--- src/rtl/pcs_transmit_pkg.sv ---
// pcs_transmit_pkg: one-hot FSM states, special code groups and 8b/10b sub-block tables
`define TRUE 1'b1
`define FALSE 1'b0
package pcs_transmit_pkg;
  localparam logic [4:0] XMIT_IDLE_K = 5'b00001;
  localparam logic [4:0] XMIT_IDLE_D = 5'b00010;
  localparam logic [4:0] TX_PACKET = 5'b00100;
  localparam logic [4:0] EPD2 = 5'b01000;
  localparam logic [4:0] EPD3 = 5'b10000;
  typedef struct packed {
    logic k;
    logic [7:0] d;
  } cg_t;
  localparam cg_t K28_5 = {1'b1, 8'hBC};
  localparam cg_t K27_7 = {1'b1, 8'hFB};
  localparam cg_t K29_7 = {1'b1, 8'hFD};
  localparam cg_t K23_7 = {1'b1, 8'hF7};
  localparam cg_t K30_7 = {1'b1, 8'hFE};
  localparam cg_t D5_6 = {1'b0, 8'hC5};
  localparam cg_t D16_2 = {1'b0, 8'h50};
  function automatic logic [5:0] enc6(input logic [4:0] x);
    case (x)
      5'd0: enc6 = 6'b100111;
      5'd1: enc6 = 6'b011101;
      5'd2: enc6 = 6'b101101;
      5'd3: enc6 = 6'b110001;
      5'd4: enc6 = 6'b110101;
      5'd5: enc6 = 6'b101001;
      5'd6: enc6 = 6'b011001;
      5'd7: enc6 = 6'b111000;
      5'd8: enc6 = 6'b111001;
      5'd9: enc6 = 6'b100101;
      5'd10: enc6 = 6'b010101;
      5'd11: enc6 = 6'b110100;
      5'd12: enc6 = 6'b001101;
      5'd13: enc6 = 6'b101100;
      5'd14: enc6 = 6'b011100;
      5'd15: enc6 = 6'b010111;
      5'd16: enc6 = 6'b011011;
      5'd17: enc6 = 6'b100011;
      5'd18: enc6 = 6'b010011;
      5'd19: enc6 = 6'b110010;
      5'd20: enc6 = 6'b001011;
      5'd21: enc6 = 6'b101010;
      5'd22: enc6 = 6'b011010;
      5'd23: enc6 = 6'b111010;
      5'd24: enc6 = 6'b110011;
      5'd25: enc6 = 6'b100110;
      5'd26: enc6 = 6'b010110;
      5'd27: enc6 = 6'b110110;
      5'd28: enc6 = 6'b001110;
      5'd29: enc6 = 6'b101110;
      5'd30: enc6 = 6'b011110;
      default: enc6 = 6'b101011;
    endcase
  endfunction
  function automatic logic [3:0] enc4(input logic [2:0] y);
    case (y)
      3'd0: enc4 = 4'b1011;
      3'd1: enc4 = 4'b1001;
      3'd2: enc4 = 4'b0101;
      3'd3: enc4 = 4'b1100;
      3'd4: enc4 = 4'b1101;
      3'd5: enc4 = 4'b1010;
      3'd6: enc4 = 4'b0110;
      default: enc4 = 4'b1110;
    endcase
  endfunction
endpackage

--- src/rtl/encoder_8b10b.sv ---
// encoder_8b10b: combinational 8b/10b encoder, tables hold the RD- column and RD+ is derived by complement
module encoder_8b10b
  import pcs_transmit_pkg::*;
(
  input logic [7:0] data,
  input logic is_k,
  input logic rd_in,
  output logic [9:0] code,
  output logic rd_out
);
  logic k28, n6, rd6, a7, alt;
  logic [5:0] b6, c6;
  logic [3:0] b4, c4;
  assign k28 = is_k && data[4:0] == 5'd28;
  assign b6 = k28 ? 6'b001111 : enc6(data[4:0]);
  assign n6 = $countones(b6) != 3;
  assign c6 = (rd_in && (n6 || b6 == 6'b111000)) ? ~b6 : b6;
  assign rd6 = rd_in ^ n6;
  // alternate x.7 avoids a run of five equal bits across the e/i-f boundary
  assign a7 = is_k || (!rd6 && c6[1:0] == 2'b11) || (rd6 && c6[1:0] == 2'b00);
  assign b4 = data[7:5] == 3'd7 ? (a7 ? 4'b0111 : 4'b1110) : enc4(data[7:5]);
  assign alt = $countones(b4) == 2 && data[7:5] != 3'd3;
  assign c4 = (k28 ? rd6 ^ alt : rd6 && !alt) ? ~b4 : b4;
  assign rd_out = rd6 ^ ($countones(b4) != 2);
  assign code = {c6, c4};
endmodule

--- src/rtl/pcs_transmit.sv ---
// pcs_transmit: 1000BASE-X PCS transmit FSM feeding the 8b/10b encoder
// PCS_TX_ERR_PROP_EN: TX_ER during a packet sends /V/ instead of data
module pcs_transmit
  import pcs_transmit_pkg::*;
#(
  parameter int DROP_CNT_W = 8
) (
  input logic Clk,
  input logic mr_main_reset_n,
  input logic [7:0] TXD,
  input logic TX_EN,
  input logic TX_ER,
  output logic [9:0] tx_code_group,
  output logic tx_even,
  output logic tx_rd_pos,
  output logic [DROP_CNT_W-1:0] dropped_octets
);
  logic [4:0] state, nxt;
  cg_t cg;
  logic drop, err, rd_nxt;
  logic [9:0] code;
`ifdef PCS_TX_ERR_PROP_EN
  assign err = TX_ER;
`else
  logic unused_er;
  assign unused_er = TX_ER;
  assign err = `FALSE;
`endif
  always_ff @(posedge Clk or negedge mr_main_reset_n)
    if (!mr_main_reset_n) begin
      state <= XMIT_IDLE_D;
      tx_code_group <= 10'h0FA;
      tx_even <= 1'b1;
      tx_rd_pos <= 1'b1;
      dropped_octets <= '0;
    end else begin
      state <= nxt;
      tx_code_group <= code;
      tx_even <= !tx_even;
      tx_rd_pos <= rd_nxt;
      if (drop && !(&dropped_octets)) dropped_octets <= dropped_octets + 1'b1;
    end
  // tx_even is the slot of the current group, so the group being built goes in slot !tx_even
  always_comb begin
    case (state)
      XMIT_IDLE_K: nxt = TX_EN ? TX_PACKET : XMIT_IDLE_D;
      XMIT_IDLE_D: nxt = XMIT_IDLE_K;
      TX_PACKET: nxt = TX_EN ? TX_PACKET : EPD2;
      EPD2: nxt = tx_even ? XMIT_IDLE_K : EPD3;
      default: nxt = XMIT_IDLE_K;
    endcase
  end
  always_comb begin
    case (state)
      XMIT_IDLE_K: cg = TX_EN ? K27_7 : K28_5;
      XMIT_IDLE_D: cg = tx_rd_pos ? D16_2 : D5_6;
      TX_PACKET: cg = !TX_EN ? K29_7 : err ? K30_7 : cg_t'({1'b0, TXD});
      default: cg = K23_7;
    endcase
    drop = TX_EN && (state == XMIT_IDLE_D || state == EPD2 || state == EPD3);
  end
  encoder_8b10b enc (
    .data(cg.d),
    .is_k(cg.k),
    .rd_in(tx_rd_pos),
    .code(code),
    .rd_out(rd_nxt)
  );
endmodule

--- config.mk ---
export PLATFORM = sky130hd
export DESIGN_NAME = pcs_transmit
export DESIGN_NICKNAME = d
export VERILOG_FILES = /design/src/rtl/pcs_transmit_pkg.sv /design/src/rtl/encoder_8b10b.sv /design/src/rtl/pcs_transmit.sv
export SDC_FILE = /design/constraint.sdc
export NUM_CORES = 1
export LEC_CHECK = 0
export CAP_MARGIN = 30
export CORE_ASPECT_RATIO = 1.75
export CORE_MARGIN = 4
export CORE_UTILIZATION = 42
export CTS_CLUSTER_SIZE = 28
export DETAILED_ROUTE_END_ITERATION = 8
export HOLD_SLACK_MARGIN = 0.12
export PLACE_DENSITY_LB_ADDON = 0.15
export SYNTH_ARGS = -nofsm -noshare
export SYNTH_HDL_FRONTEND = slang
export SYNTH_SLANG_ARGS = --single-unit
--- constraint.sdc ---
create_clock -name Clk -period 10 [get_ports Clk]
set_clock_uncertainty 0.1 [all_clocks]
set_input_delay 2 -clock Clk [delete_from_list [all_inputs] [get_ports Clk]]
set_output_delay 2 -clock Clk [all_outputs]
set_load 0.005 [all_outputs]
Word-level counts from Yosys, hierarchy flattened
Memories as Yosys holds them, arrays and structs flattened.
Cells that the tools add are included.
Operators by class
  add/subtract/negate cells: 9
  muxes and demuxes: 15
  bitwise operators: 5
  reductions and logical operators: 20
  equality and inequality tests: 19
Operators by type and width (count)
  $add 32x32->32: 3
  $ne 32x3->1 const B: 2
  $eq 32x3->1 const B: 1
  $pmux 4 s7: 1
  $pmux 9 s3: 1
  $mux 4: 4
  $pmux 5 s3: 1
  $eq 3x3->1 const B: 4
  $mux 6: 2
  $add 1x1->2: 5
  $eq 5x5->1 const B: 2
  $mux 9: 1
  $add 8x1->8 const B: 1
  $logic_and 1x1->1: 8
  $mux 8: 1
  $reduce_and 8->1: 1
  $mux 7: 1
  $eq 3x2->1 const B: 2
  $eq 6x6->1 const B: 1
  $not 6->6: 1
  $eq 5x1->1 const B: 1
  $eq 5x2->1 const B: 1
  $eq 5x3->1 const B: 1
  $eq 5x4->1 const B: 1
  other kinds (12): 21
Storage, ports and cells
  memories: 1
  register bits after elaboration: 25
  output and inout bits: 20
  bits in read-only memories: 192
Memory list
  (name not given): depth 32, width 6, rd ports 1, clocked after Yosys merged registers in 0, write ports 0, RTL line pcs_transmit_pkg.sv:22  | case (x)

Logic depth before layout (Yosys ltp)
Gate-level depths: netlist of the first run.
  depth after elaboration: 26
  mapped depth: 30

Cells and area by module
From an unflattened synthesis of the first run, not the netlist that was laid out.
Second synthesis, totals
  cells, all modules: 221
  area total of the unflattened synthesis: 2043.2 sq um
Modules (own cells, without submodules)
  pcs_transmit: seq. area each 636.9 sq um, area each 1077.3 sq um, instances 1, cells an instance 93
  encoder_8b10b: seq. area each 0.0 sq um, area each 965.9 sq um, instances 1, cells an instance 128

Least setup slack after synthesis of the first run
OpenSTA, ideal clock, no wires.
  path kind: input -> register
  from: in TX_EN
  to: reg tx_code_group[0]
  required time: 9755 ps
  arrival time: 7924 ps
  slack: 1831 ps
  path buffers: 1
  stages on the path: 26
  cell sequence: buf_4 -> a21oi_1 -> o2111ai_1 -> inv_1 -> ha_1 -> o211a_1 -> a311o_1 -> a221oi_1 -> nor2_1 -> ha_1 -> fa_1 -> ha_1 -> nor2_1 -> nand3_1 -> o21bai_1 -> or3_1 -> or4_4 -> o211a_2 -> ha_1 -> ha_1 -> fa_1 -> nor3b_1 -> o31ai_1 -> ha_1 -> a21oi_1 -> xor2_1
On the way
  word-level cells in the longest chain between the ends: 26
RTL lines
  start, declared: RTL line pcs_transmit.sv:11  | input logic TX_EN,
  $mux 9 or $mux 7 (tied branches): RTL line pcs_transmit.sv:57, pcs_transmit.sv:55
  $pmux 9 s3 *: RTL line pcs_transmit.sv:54  | case (state)
  parallel branches: the longest is 23 deep, another holds $add 32x32->32
  $mux 4 *: RTL line encoder_8b10b.sv:23  | assign c4 = (k28 ? rd6 ^ alt : rd6 && !alt) ? ~b4 : b4;
  net code[0]: RTL line pcs_transmit.sv:21  | logic [9:0] code;
  end signal, assigned: RTL line pcs_transmit.sv:38  | tx_code_group <= code;
  end, declared: RTL line pcs_transmit.sv:13  | output logic [9:0] tx_code_group,
Mark *: on every way through the listed nets, which the timed path passes.
A chain may end at the register's enable or synchronous reset.

Final worst setup path of the first run
Ends and elaborated chain as after synthesis.

==> flow_summary.yaml, run 1 <==
run_status:
  status: "completed"
clocking:
  hold_buffers: 0
  clock-sinks: 25
  cts_tree: "yes"
  post-cts-setup-buffers: 0
  clockRootBuffer: "clkbuf_8"
  cts.path.max_buffers: 2
  numCtsBuffers: 3
  post_cts_resized: 0
  clock_latency_ps: 270
  htreeDepth: 1
  clkTransAtPathRegs_ps: 90
setup_path:
  arrival_ps: 9100
  required_ps: 10040
  worst_setup_path_end_kind: "flip-flop"
  critical_path_class: "in -> reg"
  crit_fanout: 11
  worst_setup_path_start_kind: "primary input"
layout:
  register_area_um2: 637
  num_antenna_cells: 0
  stdcell_count: 294
  layout_commonest_cell: "clkdlybuf4s50_1"
  final_nets: 277
  areaGrowthSynthToFinish_pct: 18.6
  post-route-util_pct: 52.1
  n_fill_cell: 464
  drive_above_1_share_pct: 16.1
  final_cell_mix: "30 x clkdlybuf4s50_1, 19 x ha_1, 17 x xnor2_1, 16 x dfrtp_1, 15 x inv_1"
  multi_input_area_mm2: 0.00132
yosys:
  yosysWarningCount: 0
  synth_cell_types: 59
  avgSynthCellArea_um2: 9.75
  synth-seq-cells: 25
  synth_nets: 246
  postSynthCellCount: 212
  synth_edf_count: 0
  postSynth.asyncResetShare_pct: 100
  yosysTopAreaCell: "dfrtp_1"
  ys_seq_area_share_pct: 30.8
  ys.flop_type: "dfrtp_1"
  syn_area_mm2: 0.00207
  synth_top_cell_area_share_pct: 19.4
  netlist_top_cells_area: "dfrtp_1 19%, ha_1 12%, dfstp_2 11%, xnor2_1 7.2%, xor2_1 3.0%"
floorplanning:
  coreArea_mm2: 0.00471
  fp.dieH_um: 101
  pin_count: 32
  die_area_mm2: 0.00615
  die_w_um: 61.0
  start_util_pct: 43.9
  rows: 33
place:
  gp_congestion: 0.934
  portBuffers: 30
  dp_hpwl_mm: 3.63
  dpl.cell_count: 289
global_routing:
  antenna_found_initial: 0
  gr-total-overflow: 0
  grt_use_total_pct: 15.8
  grt_pass1_wl_mm: 7.56
  grt_max_degree: 21
  grt_pass1_vias: 1691
sta:
  slew_headroom_pct: 62.8
  fin_crit_ps: 9060
  maxSlewViolCount: 0
  setup_tns_ps: 0
  hold_violations: 0
  fmax_mhz: 110
  fin_crit_sh_pct: 90.6
  rsz0062_at_grt: "no"
  tightest_slew_ps: 554
  setup_viol: 0
  holdWs_ps: 363
routing:
  final_antenna_net_count: 0
  routed_wl_mm: 4.47
  route.met2.wl_mm: 2.49
  met1Wirelength_mm: 1.74
  first_iter_violations: 62
  vias: 1657
  wl_met3_um: 129
  wl_per_cell_um: 15.2
  route.detailed.drc: 0
  routed.top_layer: "met4"
  via_per_inst: 5.64
  dr.pass1.iters: 5
run:
  cap_viol_max_count: 0
hold_path:
  min_path_type: "reg -> reg"
==> synthesized netlist by cell type, types with 3 or more instances <==
library cell and n:
a21oi_1 8, nand2b_1 3, nor2_1 13, dfstp_2 9
o2111ai_1 3, dfrtp_1 16, buf_6 3, mux2_2 3
nor3_1 3, inv_1 15, nand3b_1 3, nand3_1 7
xor2_1 7, nor4_1 3, o31ai_1 3, fa_1 3
xnor2_1 17, nand2_1 14, ha_1 19, and3_1 3
o21ai_0 8
==> final cells by class <==
cell class | count | area share [%]
flip-flops and latches | 25 | 26.0
clock buffers | 3 | 1.68
well taps | 52 | 2.65
multi-input cells | 165 | 53.6
inverters | 15 | 2.30
repair buffers | 33 | 13.5
clock inverters | 1 | 0.306
==> final timing paths <==
check | start | end | slack (ps) | cells past startpoint
max | TX_EN | tx_code_group[0] | 940 | 25
min | tx_even | tx_even | 360 | 1
max reg2reg | state[2] | tx_code_group[0] | 2360 | 27
min reg2reg | tx_even | tx_even | 360 | 1
max in group asynchronous | mr_main_reset_n | tx_code_group[7] | 7430 | 2
min in group asynchronous | mr_main_reset_n | state[0] | 1870 | 1
==> critical path, cell delays in order <==
cell	delay, ps
clkdlybuf4s50_1	710
nor4_1	160
a311o_2	440
ha_1	310
o211a_1	220
a311o_1	300
a221oi_1	370
nor2_1	150
ha_1	240
fa_1	440
ha_1	210
nor2_1	100
nand3_1	130
o21bai_1	200
or3_1	310
or4_4	430
o211a_2	170
ha_1	270
ha_1	210
fa_1	480
nor3b_1	300
o31ai_1	130
ha_1	290
a21oi_1	390
xor2_1	120
==> through the flow <==
| step | setup WS, ps | cell area [um^2] |
|---|---|---|
| detailed placement | 655 | 2400 |
| finish | 936 | 2450 |
| global route | 498 | 2450 |
| floorplan | 1830 | 2070 |
| global placement | 668 | 2380 |
| CTS | 959 | 2440 |
==> per-layer routing <==
layer / up-vias / global-route usage [%]
li1: 813 / -
met1: 799 / 17.0
met2: 35 / 30.2
met3: 10 / 0.641
met4: 0 / 6.18
met5: - / 0
==> flip-flops by register name, indices dropped and copies added (netlist names) <==
name and flops:
tx_code_group 10, state 5, tx_even 1, dropped_octets 8, tx_rd_pos 1
==> cells by family after synthesis <==
family	Yosys count	share of synthesized area, %
and+or+nand+nor	68	19.3
adders and majority gates	22	14.4
muxes	3	1.63
xor gates and xnor gates	24	10.2
AOI/OAI and AO/OA	48	18.1
DFF	25	30.8
buffers and inverters	22	5.57
Power of run 1 is not shown: default switching activity piles up to over one toggle a cycle in this logic, so the estimate is an artifact.
==> run 2: changes to the inputs <==
--- a/config.mk
+++ b/config.mk
@@ -6,7 +6,7 @@
 export NUM_CORES = 1
 export LEC_CHECK = 0
 export CAP_MARGIN = 30
-export CORE_ASPECT_RATIO = 1.75
+export CORE_ASPECT_RATIO = 1.1
 export CORE_MARGIN = 4
 export CORE_UTILIZATION = 42
 export CTS_CLUSTER_SIZE = 28
==> run 2 against run 1 <==
  * Non-clock buffer count is the same
  * Wire length shrank 2.1%
  * Worst setup slack lost 27 ps
  * Fmax shrank 0.30%
  * Clock-buffer cell count is the same
  * Sequential share of layout area shrank 0.16 points
  * Via count shrank 1.3%
  * First-iteration DRC count grew 45%
  * Flip-flop and latch count is the same
  * Core utilization grew 0.21 points
  * Critical path type unchanged
  * Largest cell class unchanged
==> flow_summary.yaml, run 2 (synthesis results as in run 1) <==
run_status:
  status: "completed"
setup_path:
  worst_setup_path_start_kind: "primary input"
  required_ps: 10030
  arrival_ps: 9120
  crit_fanout: 11
  reg2reg_depth: 28
  r2r_setup_slack_ps: 2330
  critical_path_class: "in -> reg"
  worst_setup_path_end_kind: "flip-flop"
floorplanning:
  die_area_mm2: 0.00611
  fp.dieH_um: 81.6
  rows: 26
  pin_count: 32
  die_w_um: 74.9
  start_util_pct: 43.8
  coreArea_mm2: 0.00472
routing:
  final_antenna_net_count: 0
  dr.pass1.iters: 4
  route.met2.wl_mm: 2.25
  first_iter_violations: 90
  route.detailed.drc: 0
  wl_per_cell_um: 14.7
  wl_met3_um: 117
  vias: 1636
  routed_wl_mm: 4.38
  met1Wirelength_mm: 1.94
  routed.top_layer: "met4"
  via_per_inst: 5.49
layout:
  drive_above_1_share_pct: 16.1
  largest_reg_flops: 10
  stdcell_count: 298
  post-route-util_pct: 52.3
  top_regs: "tx_code_group (10), dropped_octets (8), state (5)"
  layout_commonest_cell: "clkdlybuf4s50_1"
  final_nets: 277
  num_antenna_cells: 0
  final_cell_mix: "30 x clkdlybuf4s50_1, 19 x ha_1, 17 x xnor2_1, 16 x dfrtp_1, 15 x inv_1"
  areaGrowthSynthToFinish_pct: 19.4
  design_area_mm2: 0.00247
  n_fill_cell: 433
  top_register: "tx_code_group"
place:
  gp_congestion: 0.942
  portBuffers: 30
  dpl.cell_count: 293
  dp_hpwl_mm: 3.48
  post_dp_cell_area_mm2: 0.00241
clocking:
  post-cts-setup-buffers: 0
  clockRootBuffer: "clkbuf_8"
  numCtsBuffers: 3
  cts_tree: "yes"
  clock_latency_ps: 260
  clock-sinks: 25
  cts.path.max_buffers: 2
  hold_buffers: 0
  post_cts_resized: 0
  clkTransAtPathRegs_ps: 90
  htreeDepth: 1
global_routing:
  grt_max_degree: 21
  grt_pass1_vias: 1618
  gr-total-overflow: 0
  antenna_found_initial: 0
  grt_use_total_pct: 15.8
  grt_pass1_wl_mm: 7.61
sta:
  hold_violations: 0
  fin_crit_sh_pct: 90.9
  fmax_mhz: 110
  setup_tns_ps: 0
  rsz0062_at_grt: "no"
  slew_headroom_pct: 63.9
  setup_viol: 0
  tightest_slew_ps: 537
  maxSlewViolCount: 0
  fin_crit_ps: 9090
hold_path:
  min_path_type: "reg -> reg"
  hold_depth: 1
run:
  cap_viol_max_count: 0
-- run 2: per-stage QoR --
step | hold WS [ps] | worst slack (ps)
final | 371 | 909
after global routing | 390 | 432
after CTS | 376 | 892
after detailed placement | 352 | 658
after global placement | 342 | 699
after floorplan | 342 | 1830
-- run 2: cell type report --
type / count / area [um^2] / area share (%)
Inverter: 15 / 56.3 / 2.28
Timing Repair Buffer: 33 / 340 / 13.8
Clock buffer: 3 / 41.3 / 1.67
Multi-Input combinational cell: 165 / 1320 / 53.3
Clock inverter: 1 / 7.51 / 0.304
Sequential cell: 25 / 637 / 25.8
Tap cell: 56 / 70.1 / 2.84
-- run 2: routing by layer --
layer	up-vias	global-route usage, %
met5	-	0
met2	24	28.5
li1	812	-
met3	6	1.22
met1	794	19.8
met4	0	4.80
-- run 2: critical path, cell delays in order --
cell	delay, ps
clkdlybuf4s50_1	720
nor4_1	160
a311o_2	440
ha_1	310
o211a_1	210
a311o_1	280
a221oi_1	320
nor2_1	140
inv_1	80
ha_1	240
fa_1	380
ha_1	190
nor2_1	110
nand3_1	140
o21bai_1	200
or3_1	310
or4_4	430
o211a_2	170
ha_1	280
ha_1	210
fa_1	480
nor3b_1	340
o31ai_1	150
ha_1	300
a21oi_1	410
xor2_1	120
-- run 2: path summary, 6_finish.rpt --
check	start	endpoint
max	TX_EN	tx_code_group[0]
min reg2reg	tx_even	tx_even
min	tx_even	tx_even
max reg2reg	state[2]	tx_code_group[0]
max in group asynchronous	mr_main_reset_n	state[1]
min in group asynchronous	mr_main_reset_n	state[0]
Power of run 2 is left out for the same reason.
